File: src/rtl/audio_pkt_mover_if.sv
// Wishbone classic bus between the packet mover (master) and the audio
// block's register space (slave).
interface audio_pkt_mover_if;
    logic [1:0]  wb_addr;
    logic [31:0] wb_wdata;
    logic [31:0] wb_rdata;
    logic        wb_we;
    logic        wb_cyc;
    logic        wb_ack;

    modport master (
        output wb_addr,
        output wb_wdata,
        output wb_we,
        output wb_cyc,
        input  wb_rdata,
        input  wb_ack
    );

    modport slave (
        input  wb_addr,
        input  wb_wdata,
        input  wb_we,
        input  wb_cyc,
        output wb_rdata,
        output wb_ack
    );
endinterface

File: src/rtl/audio_pkt_mover.sv
// audio_pkt_mover: copies one USB isochronous audio packet from the endpoint
// buffer RAM into the audio sample FIFO through the audio block's Wishbone
// registers, pacing the writes with the FIFO level read back from addr 0.
//
// Command handshake: a command transfers on a clock edge where cmd_valid and
// cmd_ready are both high; cmd_addr/cmd_len are sampled on that edge only.
// cmd_ready is high exactly while the mover is idle, so cmd_valid during a
// packet is simply not taken.
module audio_pkt_mover #(
    parameter int EP_AW      = 8,
    parameter int FIFO_DEPTH = 512,
    parameter int SAFETY     = 2
) (
    input  logic             clk,
    input  logic             rst,
    input  logic             cmd_valid,
    output logic             cmd_ready,
    input  logic [EP_AW-1:0] cmd_addr,
    input  logic [EP_AW:0]   cmd_len,
    input  logic             abort,
    output logic             busy,
    output logic             done,
    output logic             done_aborted,
    output logic [EP_AW:0]   words_left,
    output logic [EP_AW-1:0] ep_rd_addr,
    input  logic [31:0]      ep_rd_data,
    audio_pkt_mover_if.master wb,
    output logic [2:0]       dbg_state
);

    // Credit register width; the level arithmetic uses two extra bits so the
    // signed result never wraps for any 10-bit level value.
    localparam int CW = $clog2(FIFO_DEPTH) + 1;
    localparam int SW = CW + 2;
    localparam logic signed [SW-1:0] CREDIT_MAX = SW'(FIFO_DEPTH - SAFETY);

    localparam logic [1:0] ADDR_LEVEL = 2'd0;
    localparam logic [1:0] ADDR_DATA  = 2'd2;

    typedef enum logic [2:0] {
        S_IDLE   = 3'd0,
        S_POLL   = 3'd1,
        S_FETCH  = 3'd2,
        S_WRITE  = 3'd3,
        S_FINISH = 3'd4
    } state_t;

    state_t            state_q, state_d;
    logic [EP_AW-1:0]  ptr_q, ptr_d;
    logic [EP_AW:0]    words_left_q, words_left_d;
    logic [CW-1:0]     credit_q, credit_d;
    logic              wb_cyc_q, wb_cyc_d;
    logic              wb_we_q, wb_we_d;
    logic [1:0]        wb_addr_q, wb_addr_d;
    logic [31:0]       wb_wdata_q, wb_wdata_d;
    logic              fetch_wait_q, fetch_wait_d;
    logic              abort_pend_q, abort_pend_d;
    logic              aborted_q, aborted_d;

    logic              ack;
    logic [9:0]        lvl;
    logic signed [SW-1:0] lvl_ext;
    logic signed [SW-1:0] credit_raw;
    logic [CW-1:0]     credit_new;
    logic              rdata_unused;

    // Free space in the audio FIFO from the polled level, clamped at zero.
    always_comb begin
        lvl        = wb.wb_rdata[13:4];
        lvl_ext    = SW'(lvl);
        credit_raw = CREDIT_MAX - lvl_ext;
        if (credit_raw[SW-1] || (credit_raw == '0)) begin
            credit_new = '0;
        end else begin
            credit_new = credit_raw[CW-1:0];
        end
    end

    assign rdata_unused = ^{wb.wb_rdata[31:14], wb.wb_rdata[3:0]};

    // The slave re-acks while cyc is held, so only an ack inside our own
    // open cycle is meaningful.
    assign ack = wb_cyc_q & wb.wb_ack;

    // Next-state and datapath updates; every register holds by default.
    always_comb begin
        state_d      = state_q;
        ptr_d        = ptr_q;
        words_left_d = words_left_q;
        credit_d     = credit_q;
        wb_cyc_d     = wb_cyc_q;
        wb_we_d      = wb_we_q;
        wb_addr_d    = wb_addr_q;
        wb_wdata_d   = wb_wdata_q;
        fetch_wait_d = fetch_wait_q;
        abort_pend_d = abort_pend_q;
        aborted_d    = aborted_q;

        unique case (state_q)
            S_IDLE: begin
                abort_pend_d = 1'b0;
                fetch_wait_d = 1'b0;
                if (cmd_valid) begin
                    ptr_d        = cmd_addr;
                    words_left_d = cmd_len;
                    credit_d     = '0;
                    aborted_d    = 1'b0;
                    state_d      = (cmd_len == '0) ? S_FINISH : S_POLL;
                end
            end

            S_POLL: begin
                if (wb_cyc_q) begin
                    // Level read in flight: an abort has to wait for the ack.
                    if (abort) begin
                        abort_pend_d = 1'b1;
                    end
                    if (ack) begin
                        wb_cyc_d = 1'b0;
                        if (abort || abort_pend_q) begin
                            abort_pend_d = 1'b0;
                            aborted_d    = 1'b1;
                            state_d      = S_FINISH;
                        end else begin
                            credit_d = credit_new;
                            if (credit_new != '0) begin
                                state_d = S_FETCH;
                            end
                        end
                    end
                end else if (abort) begin
                    aborted_d = 1'b1;
                    state_d   = S_FINISH;
                end else begin
                    // Bus has been idle for at least this cycle: open the read.
                    wb_cyc_d  = 1'b1;
                    wb_we_d   = 1'b0;
                    wb_addr_d = ADDR_LEVEL;
                end
            end

            S_FETCH: begin
                if (abort) begin
                    fetch_wait_d = 1'b0;
                    aborted_d    = 1'b1;
                    state_d      = S_FINISH;
                end else if (!fetch_wait_q) begin
                    // RAM is reading ptr_q this cycle; data is valid next one.
                    fetch_wait_d = 1'b1;
                end else begin
                    fetch_wait_d = 1'b0;
                    wb_wdata_d   = ep_rd_data;
                    wb_cyc_d     = 1'b1;
                    wb_we_d      = 1'b1;
                    wb_addr_d    = ADDR_DATA;
                    state_d      = S_WRITE;
                end
            end

            S_WRITE: begin
                if (abort) begin
                    abort_pend_d = 1'b1;
                end
                if (ack) begin
                    // The acked word is in the FIFO even if abort arrived.
                    wb_cyc_d     = 1'b0;
                    wb_we_d      = 1'b0;
                    words_left_d = words_left_q - (EP_AW+1)'(1);
                    credit_d     = credit_q - CW'(1);
                    ptr_d        = ptr_q + EP_AW'(1);
                    if (abort || abort_pend_q) begin
                        abort_pend_d = 1'b0;
                        aborted_d    = 1'b1;
                        state_d      = S_FINISH;
                    end else if (words_left_q == (EP_AW+1)'(1)) begin
                        state_d = S_FINISH;
                    end else if (credit_q == CW'(1)) begin
                        state_d = S_POLL;
                    end else begin
                        state_d = S_FETCH;
                    end
                end
            end

            S_FINISH: begin
                abort_pend_d = 1'b0;
                state_d      = S_IDLE;
            end

            default: begin
                state_d = S_IDLE;
            end
        endcase
    end

    // State and datapath registers; reset drops any open bus cycle at once.
    always_ff @(posedge clk or posedge rst) begin
        if (rst) begin
            state_q      <= S_IDLE;
            ptr_q        <= '0;
            words_left_q <= '0;
            credit_q     <= '0;
            wb_cyc_q     <= 1'b0;
            wb_we_q      <= 1'b0;
            wb_addr_q    <= '0;
            wb_wdata_q   <= '0;
            fetch_wait_q <= 1'b0;
            abort_pend_q <= 1'b0;
            aborted_q    <= 1'b0;
        end else begin
            state_q      <= state_d;
            ptr_q        <= ptr_d;
            words_left_q <= words_left_d;
            credit_q     <= credit_d;
            wb_cyc_q     <= wb_cyc_d;
            wb_we_q      <= wb_we_d;
            wb_addr_q    <= wb_addr_d;
            wb_wdata_q   <= wb_wdata_d;
            fetch_wait_q <= fetch_wait_d;
            abort_pend_q <= abort_pend_d;
            aborted_q    <= aborted_d;
        end
    end

    assign cmd_ready    = (state_q == S_IDLE);
    assign busy         = (state_q != S_IDLE);
    assign done         = (state_q == S_FINISH);
    assign done_aborted = (state_q == S_FINISH) && aborted_q;
    assign words_left   = words_left_q;
    assign ep_rd_addr   = ptr_q;
    assign dbg_state    = state_q;

    assign wb.wb_cyc   = wb_cyc_q;
    assign wb.wb_we    = wb_we_q;
    assign wb.wb_addr  = wb_addr_q;
    assign wb.wb_wdata = wb_wdata_q;

endmodule

File: src/flat_wrapper.sv
// flat-port wrapper written by rule: the top's interface ports become plain ports
module audio_pkt_mover_flat 
#(
    parameter int EP_AW      = 8,
    parameter int FIFO_DEPTH = 512,
    parameter int SAFETY     = 2
)
  (clk, rst, cmd_valid, cmd_ready, cmd_addr, cmd_len, abort, busy, done, done_aborted, words_left, ep_rd_addr, ep_rd_data, dbg_state, wb_wb_addr, wb_wb_wdata, wb_wb_we, wb_wb_cyc, wb_wb_rdata, wb_wb_ack);
  audio_pkt_mover_if wb_i ();
  input  logic clk;
  input  logic rst;
  input  logic cmd_valid;
  output logic cmd_ready;
  input  logic [EP_AW-1:0] cmd_addr;
  input  logic [EP_AW:0] cmd_len;
  input  logic abort;
  output logic busy;
  output logic done;
  output logic done_aborted;
  output logic [EP_AW:0] words_left;
  output logic [EP_AW-1:0] ep_rd_addr;
  input  logic [31:0] ep_rd_data;
  output logic [2:0] dbg_state;
  output wire logic [$bits(wb_i.wb_addr)-1:0] wb_wb_addr;
  output wire logic [$bits(wb_i.wb_wdata)-1:0] wb_wb_wdata;
  output wire logic [$bits(wb_i.wb_we)-1:0] wb_wb_we;
  output wire logic [$bits(wb_i.wb_cyc)-1:0] wb_wb_cyc;
  input wire logic [$bits(wb_i.wb_rdata)-1:0] wb_wb_rdata;
  input wire logic [$bits(wb_i.wb_ack)-1:0] wb_wb_ack;
  assign wb_wb_addr = wb_i.wb_addr;
  assign wb_wb_wdata = wb_i.wb_wdata;
  assign wb_wb_we = wb_i.wb_we;
  assign wb_wb_cyc = wb_i.wb_cyc;
  assign wb_i.wb_rdata = wb_wb_rdata;
  assign wb_i.wb_ack = wb_wb_ack;
  audio_pkt_mover #(.EP_AW(EP_AW), .FIFO_DEPTH(FIFO_DEPTH), .SAFETY(SAFETY)) u_core (.clk(clk), .rst(rst), .cmd_valid(cmd_valid), .cmd_ready(cmd_ready), .cmd_addr(cmd_addr), .cmd_len(cmd_len), .abort(abort), .busy(busy), .done(done), .done_aborted(done_aborted), .words_left(words_left), .ep_rd_addr(ep_rd_addr), .ep_rd_data(ep_rd_data), .wb(wb_i), .dbg_state(dbg_state));
endmodule
File: config.mk
export PLATFORM = sky130hd
export DESIGN_NAME = audio_pkt_mover_flat
export DESIGN_NICKNAME = d
export VERILOG_FILES = /design/src/rtl/audio_pkt_mover_if.sv /design/src/rtl/audio_pkt_mover.sv /design/src/flat_wrapper.sv
export SDC_FILE = /design/constraint.sdc
export NUM_CORES = 1
export LEC_CHECK = 0
export CORE_MARGIN = 4
export CORE_UTILIZATION = 35
export DETAILED_ROUTE_END_ITERATION = 12
export PLACE_DENSITY = 0.66
export SYNTH_ARGS = -nofsm -noshare
export SYNTH_HDL_FRONTEND = slang
export SYNTH_SLANG_ARGS = --single-unit
export TNS_END_PERCENT = 10
File: constraint.sdc
create_clock -name clk -period 2.4 [get_ports clk]
set_clock_uncertainty 0.05 [all_clocks]
set_input_delay 0.36 -clock clk [delete_from_list [all_inputs] [get_ports clk]]
set_output_delay 0.36 -clock clk [all_outputs]
set_load 0.05 [all_outputs]
==> out/metrics.yaml, run 1 <==
run_status:
  status: "finished, final reports clean"
routing:
  viasPerCell: 5.289
  post_drt_wl_per_cell_um: 15.71
  drtPass1Iterations: 5
  ant_nets: 0
  wirelength_um: 10890
  route.detailed.drc: 0
  vias: 3665
  drt_iter0_drc: 170
sta:
  hold_viol_final: 0
  fmax_mhz: 443.0
  setup_ws_ns: 0.1424
  slew_headroom: 0.6464
  rsz0062_at_grt: "false"
  post-route-period-util: 0.9407
  worst_slew_pin_slew_ns: 0.5288
  slew_violations: 0
  fin_crit_ns: 2.258
  finalSetupViolCount: 0
  setup_tns_ns: 0
grt:
  grt_pass1_wl_um: 17700
  antenna_found_initial: 0
  grt_usage: 0.1688
  grt_max_degree: 69
  grt.overflow.total: 0
  first_global_vias: 3624
yosys:
  async_flop_share: 1.000
  synth_xor_area_frac: 0.01829
  syn_inst: 406
  synthSimpleGateAreaFrac: 0.1829
  synthMuxAreaShare: 0.1009
  synth_flop_cell: "dfrtp_1"
  ys.warnings.count: 0
  seq_area_frac_synth: 0.4443
  synth_top_family_by_area: "compound AO/OA/AOI/OAI gates"
  synth-edff-count: 0
  synth_cell_type_count: 60
  postSynthAreaPerCell_um2: 9.433
  syn-cell-area_um2: 3830
  synthAdderAreaFrac: 0.02287
  syn-num-nets: 499
  synth_compound_area_frac: 0.1901
  ys_seq_elements: 68
layout:
  final_common_cell: "clkdlybuf4s50_1"
  drive_gt1_frac: 0.1867
  num_antenna_cells: 0
  final_core_util: 0.5372
  area_delta_synth_final_pct: 47.40
  layout_common_cells: "clkdlybuf4s50_1, dfrtp_1, o21ai_0, buf_4, nor2_1"
  nets: 645
floorplan:
  die-height_um: 112.6
  row_count: 37
  initial_core_util: 0.3644
  io_pins: 146
  die-area_um2: 12680
  core_area_um2: 10510
  die_w_um: 112.6
power:
  cellPowerDensity_nw_per_um2: 1205
  power_frac_comb: 0.550
  seqPwrFrac: 0.287
  pwr-share-clk: 0.163
  power_w: 0.006801
  power.net_switching_w: 0.003223
  irDropWorstVdd_v: 0.0006898
  swShare: 0.4739
  internal-power_w: 0.003578
  p_leak_nw: 2.481
critical_path:
  worstPathArrival_ns: 2.44
  cp.required_ns: 2.58
  critPathMaxFanout: 5
  critPathLaunchType: "input port"
  reg2reg_slack_ns: 0.38
  end_kind: "flop"
  critical_path_class: "input port to flop"
clock_tree:
  worstSkewPairLatency_ns: 0.35
  htreeDepth: 3
  clk_pin_slew_ns: 0.08
  tritoncts: "done"
  cts_resized: 0
  clk_path_buf_depth: 2
  cts_buffers: 9
  ctsHoldBuffers: 0
  post-cts-setup-buffers: 0
  clkSinkCount: 68
  cts-root-buf: "clkbuf_8"
placement:
  gp_congestion: 0.8556
  place_ws_ns: -0.2315
  dpl.hpwl_um: 8074
  portBuffers: 122
hold_path:
  hp-class: "input port to async pin"
flow_run:
  cap_violations: 0
-- Yosys cell counts, types with 2 or more instances --
master	count	area share
nor2b_1	3	0.0049
xor2_1	5	0.011
a31oi_1	8	0.013
o311ai_0	2	0.0046
and2_1	4	0.0065
ha_1	7	0.023
nand2b_1	3	0.0049
o211ai_1	4	0.0078
dfrtp_1	68	0.44
a22oi_1	6	0.012
buf_2	10	0.013
nor2_1	37	0.036
o21ai_0	39	0.051
and3_1	6	0.0098
o2bb2ai_1	3	0.0069
nand3b_1	3	0.0059
and3b_1	2	0.0046
o21ba_2	2	0.0052
nor4_1	4	0.0065
nor3b_1	2	0.0039
a32oi_1	5	0.011
nand4_1	4	0.0065
xnor2_1	3	0.0069
clkbuf_1	11	0.011
nand3_1	14	0.018
a211oi_1	2	0.0039
nand2_1	36	0.035
mux2_2	33	0.097
nor3_1	14	0.018
o22ai_1	2	0.0033
inv_1	13	0.013
a21oi_1	23	0.030
-- metrics by stage --
step | instance area, µm² | hold slack (ns) | std cells
4_1_cts | 5642 | 0.3625 | 693
3_5_place_dp | 5408 | 0.4232 | 677
5_1_grt | 5645 | 0.3944 | 693
2_1_floorplan | 3836 | 0.3909 | 406
3_3_place_gp | 5408 | 0.4167 | 677
6_report | 5645 | 0.3547 | 693
-- kinds of logic after synthesis --
group | Yosys count
and+or+nand+nor | 140
AOI/OAI and AO/OA | 112
DFF | 68
buffers and inverters | 36
muxes | 34
xor gates and xnor gates | 8
adders and majority gates | 7
other | 1
-- state kept, by name, indices dropped and copies added, names as in the netlist --
signal / cells
u_core.fetch_wait_q: 1
u_core.words_left: 9
u_core.wb.wb_wdata: 32
u_core.wb.wb_we: 1
u_core.wb.wb_addr: 1
u_core.wb.wb_cyc: 1
u_core.aborted_q: 1
u_core.ep_rd_addr: 8
u_core.abort_pend_q: 1
u_core.credit_q: 10
u_core.dbg_state: 3
-- layer usage --
| metal | track usage | share of wire |
|---|---|---|
| met2 | 0.2745 | 0.49 |
| met5 | 0 | 0 |
| met4 | 0.05929 | 0.019 |
| met3 | 0.03720 | 0.053 |
| met1 | 0.2212 | 0.44 |
-- critical path, stage by stage --
cell and delay, ns:
clkdlybuf4s50_1 0.55, inv_1 0.07, ha_1 0.30, or4_1 0.48, a31o_1 0.19, o21ba_2 0.21, mux2_4 0.29
-- cell type report --
type | count | area, µm²
fill | 964 | 4863
clock inverter | 5 | 82.58
multi-input combinational | 302 | 1981
tap | 136 | 170.2
timing repair buffer | 158 | 1506
inverter | 13 | 52.55
sequential | 68 | 1702
clock buffer | 11 | 151.4
-- worst paths after layout --
| path | cells after the start | to | startpoint |
|---|---|---|---|
| max in group asynchronous | 3 | u_core.credit_q[2]$_DFFE_PP0P_ | rst |
| worst max register to register | 5 | u_core.credit_q[3]$_DFFE_PP0P_ | u_core.dbg_state[2]$_DFFE_PP0P_ |
| min in group clk | 2 | u_core.aborted_q$_DFFE_PP0P_ | u_core.aborted_q$_DFFE_PP0P_ |
| worst min-delay path | 3 | u_core.wb.wb_wdata[8]$_DFFE_PP0P_ | rst |
| worst max-delay path | 7 | u_core.dbg_state[1]$_DFFE_PP0P_ | wb_wb_rdata[4] |
| worst min register to register | 2 | u_core.aborted_q$_DFFE_PP0P_ | u_core.aborted_q$_DFFE_PP0P_ |
-- power by group through the flow --
stage / sequential, W / combinational, W / clock, W
after floorplan: 0.00287 / 0.00151 / 0
after global routing: 0.00201 / 0.00402 / 0.00119
final: 0.00195 / 0.00374 / 0.00111
after global placement: 0.00194 / 0.00370 / 0
after detailed placement: 0.00196 / 0.00375 / 0
after CTS: 0.00194 / 0.00376 / 0.00113
Note: power is estimated with default switching activity, not from simulation.
==> run 2: changes to the inputs <==
- SKIP_LAST_GASP: not set -> 1
- SLEW_MARGIN: not set -> 25
- clock period: 2.4 -> 2.6 ns (I/O delays scaled with it)
==> out/metrics.yaml, run 2 (same netlist as run 1, synthesis figures left out) <==
routing:
  wl_met3_um: 507  # was 576 µm
  ant_nets: 0  # unchanged
  wirelength_um: 10700  # was 10890 µm
  post_drt_wl_per_cell_um: 15.71  # about the same
  wl_met1_um: 4743  # was 4775 µm
  drt_iter0_drc: 185  # was 170
  viasPerCell: 5.291  # was 5.289
  wl_met2_um: 5318  # was 5325 µm
  route.detailed.drc: 0  # unchanged
  routed.top_layer: "met4"  # unchanged
  vias: 3603  # was 3665
  drtPass1Iterations: 5  # unchanged
hold_path:
  hp-class: "input port to async pin"  # unchanged
layout:
  largest_reg_flops: 32  # unchanged
  nets: 633  # was 645
  layout_common_cells: "clkdlybuf4s50_1, dfrtp_1, o21ai_0"  # was clkdlybuf4s50_1, dfrtp_1, o21ai_0, buf_4, nor2_1
  final_common_cell: "clkdlybuf4s50_1"  # unchanged
  num_antenna_cells: 0  # unchanged
  final_cells: 681  # was 693
  area_delta_synth_final_pct: 45.02  # was 47.40%
  final_core_util: 0.5285  # was 0.5372
  drive_gt1_frac: 0.1578  # was 0.1867
clock_tree:
  ctsHoldBuffers: 0  # unchanged
  clk_path_buf_depth: 2  # unchanged
  htreeDepth: 3  # unchanged
  tritoncts: "done"  # unchanged
  cts-root-buf: "clkbuf_8"  # unchanged
  cts_resized: 0  # unchanged
  worstSkewPairLatency_ns: 0.35  # about the same
  clkSinkCount: 68  # unchanged
  post-cts-setup-buffers: 0  # unchanged
  clk_pin_slew_ns: 0.08  # about the same
  cts_buffers: 9  # unchanged
critical_path:
  rr_worst_depth: 6  # was 5
  slowest_delay_ns: 0.55  # about the same
  critPathMaxFanout: 9  # was 5
  end_kind: "flop"  # unchanged
  worst-path-buf-inv: 1  # was 2
  crit_path_cell_trace: "clkdlybuf4s50_1, ha_1, and4_2, a2111oi_0, and2_1, nand2_1, o311ai_0"  # was clkdlybuf4s50_1, inv_1, ha_1, or4_1, a31o_1, o21ba_2, mux2_4
  crit_cells: 7  # unchanged
  critical_path_class: "input port to flop"  # unchanged
  critPathLaunchType: "input port"  # unchanged
  cp.required_ns: 2.78  # was 2.58 ns
  crit_family: "simple AND/OR/NAND/NOR gates"  # was buffers and inverters
  crit_slowest_cell: "a2111oi_0"  # was clkdlybuf4s50_1
  worstPathArrival_ns: 2.61  # was 2.44 ns
sta:
  rsz0062_at_grt: "false"  # unchanged
  finalSetupViolCount: 0  # unchanged
  fin_crit_ns: 2.431
  hold_slack_ns: 0.2135  # was 0.3547 ns
  setup_ws_ns: 0.1691  # was 0.1424 ns
  setup_tns_ns: 0  # unchanged
  slew_headroom: 0.6021  # was 0.6464
  post-route-period-util: 0.9350
  fmax_mhz: 411.4
  worst_slew_pin_slew_ns: 0.5818  # was 0.5288 ns
  hold_viol_final: 0  # unchanged
  slew_violations: 0  # unchanged
placement:
  portBuffers: 122  # unchanged
  dpl.hpwl_um: 7816  # was 8074 µm
  place_ws_ns: -0.2370  # was -0.2315 ns
  gp_congestion: 0.8504  # was 0.8556
  dpl.cell_count: 665  # was 677
floorplan:
  io_pins: 146  # unchanged
  core_area_um2: 10510  # unchanged
  row_count: 37  # unchanged
  die_w_um: 112.6  # unchanged
  initial_core_util: 0.3644  # unchanged
  die-area_um2: 12680  # unchanged
  die-height_um: 112.6  # unchanged
grt:
  antenna_found_initial: 0  # unchanged
  grt.overflow.total: 0  # unchanged
  grt_pass1_wl_um: 17730  # was 17700 µm
  first_global_vias: 3608  # was 3624
  grt_max_degree: 61  # was 69
  grt_usage: 0.1701  # was 0.1688
run_status:
  status: "finished, final reports clean"  # unchanged
power:
  cellPowerDensity_nw_per_um2: 1118  # was 1205 nW/µm²
  p_leak_nw: 2.401  # was 2.481 nW
  irDropWorstVdd_v: 0.0006348  # was 0.0006898 V
flow_run:
  cap_violations: 0  # unchanged
run 2: cell types whose count changed in the layout (fill, tap and decap cells not counted), sizes merged:
cell,before,now
buf,41,26
clkdlybuf4s50,116,120
clkinv,2,1
clkinvlp,1,2
dlymetal6s2s,1,0
run 2: metrics by stage:
stage / total power [W] / cell area (µm²)
detailed placement: 0.005208 / 5319
finish: 0.006212 / 5554
global route: 0.006614 / 5554
floorplan: 0.004027 / 3830
global placement: 0.005152 / 5319
CTS: 0.006254 / 5554
run 2: cell type report:
| class | count | area [µm²] |
|---|---|---|
| clock inverters | 5 | 83.83 |
| well taps | 136 | 170.2 |
| inverters | 13 | 48.80 |
| flip-flops and latches | 68 | 1702 |
| repair buffers | 146 | 1421 |
| multi-input cells | 302 | 1977 |
| fillers | 950 | 4955 |
| clock buffers | 11 | 151.4 |
run 2: where the power goes:
part | switching (W) | total (W) | internal, W | leakage [nW]
Sequential | 0.000342 | 0.00176 | 0.00142 | 0.903
Combinational | 0.00218 | 0.00344 | 0.00125 | 1.39
Clock | 0.000424 | 0.00102 | 0.000594 | 0.112
Total | 0.00295 | 0.00621 | 0.00326 | 2.40
run 2: path summary, 6_finish.rpt:
check                                                startpoint                                 end  slack (ns)
worst max-delay path                             wb_wb_rdata[4]      u_core.credit_q[3]$_DFFE_PP0P_        0.17
worst min-delay path                                        rst  u_core.wb.wb_wdata[13]$_DFFE_PP0P_        0.21
worst max register to register  u_core.dbg_state[2]$_DFFE_PP0P_      u_core.credit_q[3]$_DFFE_PP0P_        0.50
max in group asynchronous                                   rst  u_core.wb.wb_wdata[27]$_DFFE_PP0P_        1.70
worst min register to register     u_core.aborted_q$_DFFE_PP0P_        u_core.aborted_q$_DFFE_PP0P_        0.43
min in group clk                   u_core.aborted_q$_DFFE_PP0P_        u_core.aborted_q$_DFFE_PP0P_        0.43
run 2: layer usage:
layer  track usage  up-vias
li1              -     1747
met4       0.05288        0
met2        0.2776       93
met3       0.04367       13
met1        0.2211     1750
met5             0        -
==> run 3: changes to the inputs <==
- SLEW_MARGIN: 25 -> 20
==> results of run 3 <==
Same layout as run 2: the final DEF is identical, and so are final timing and power.
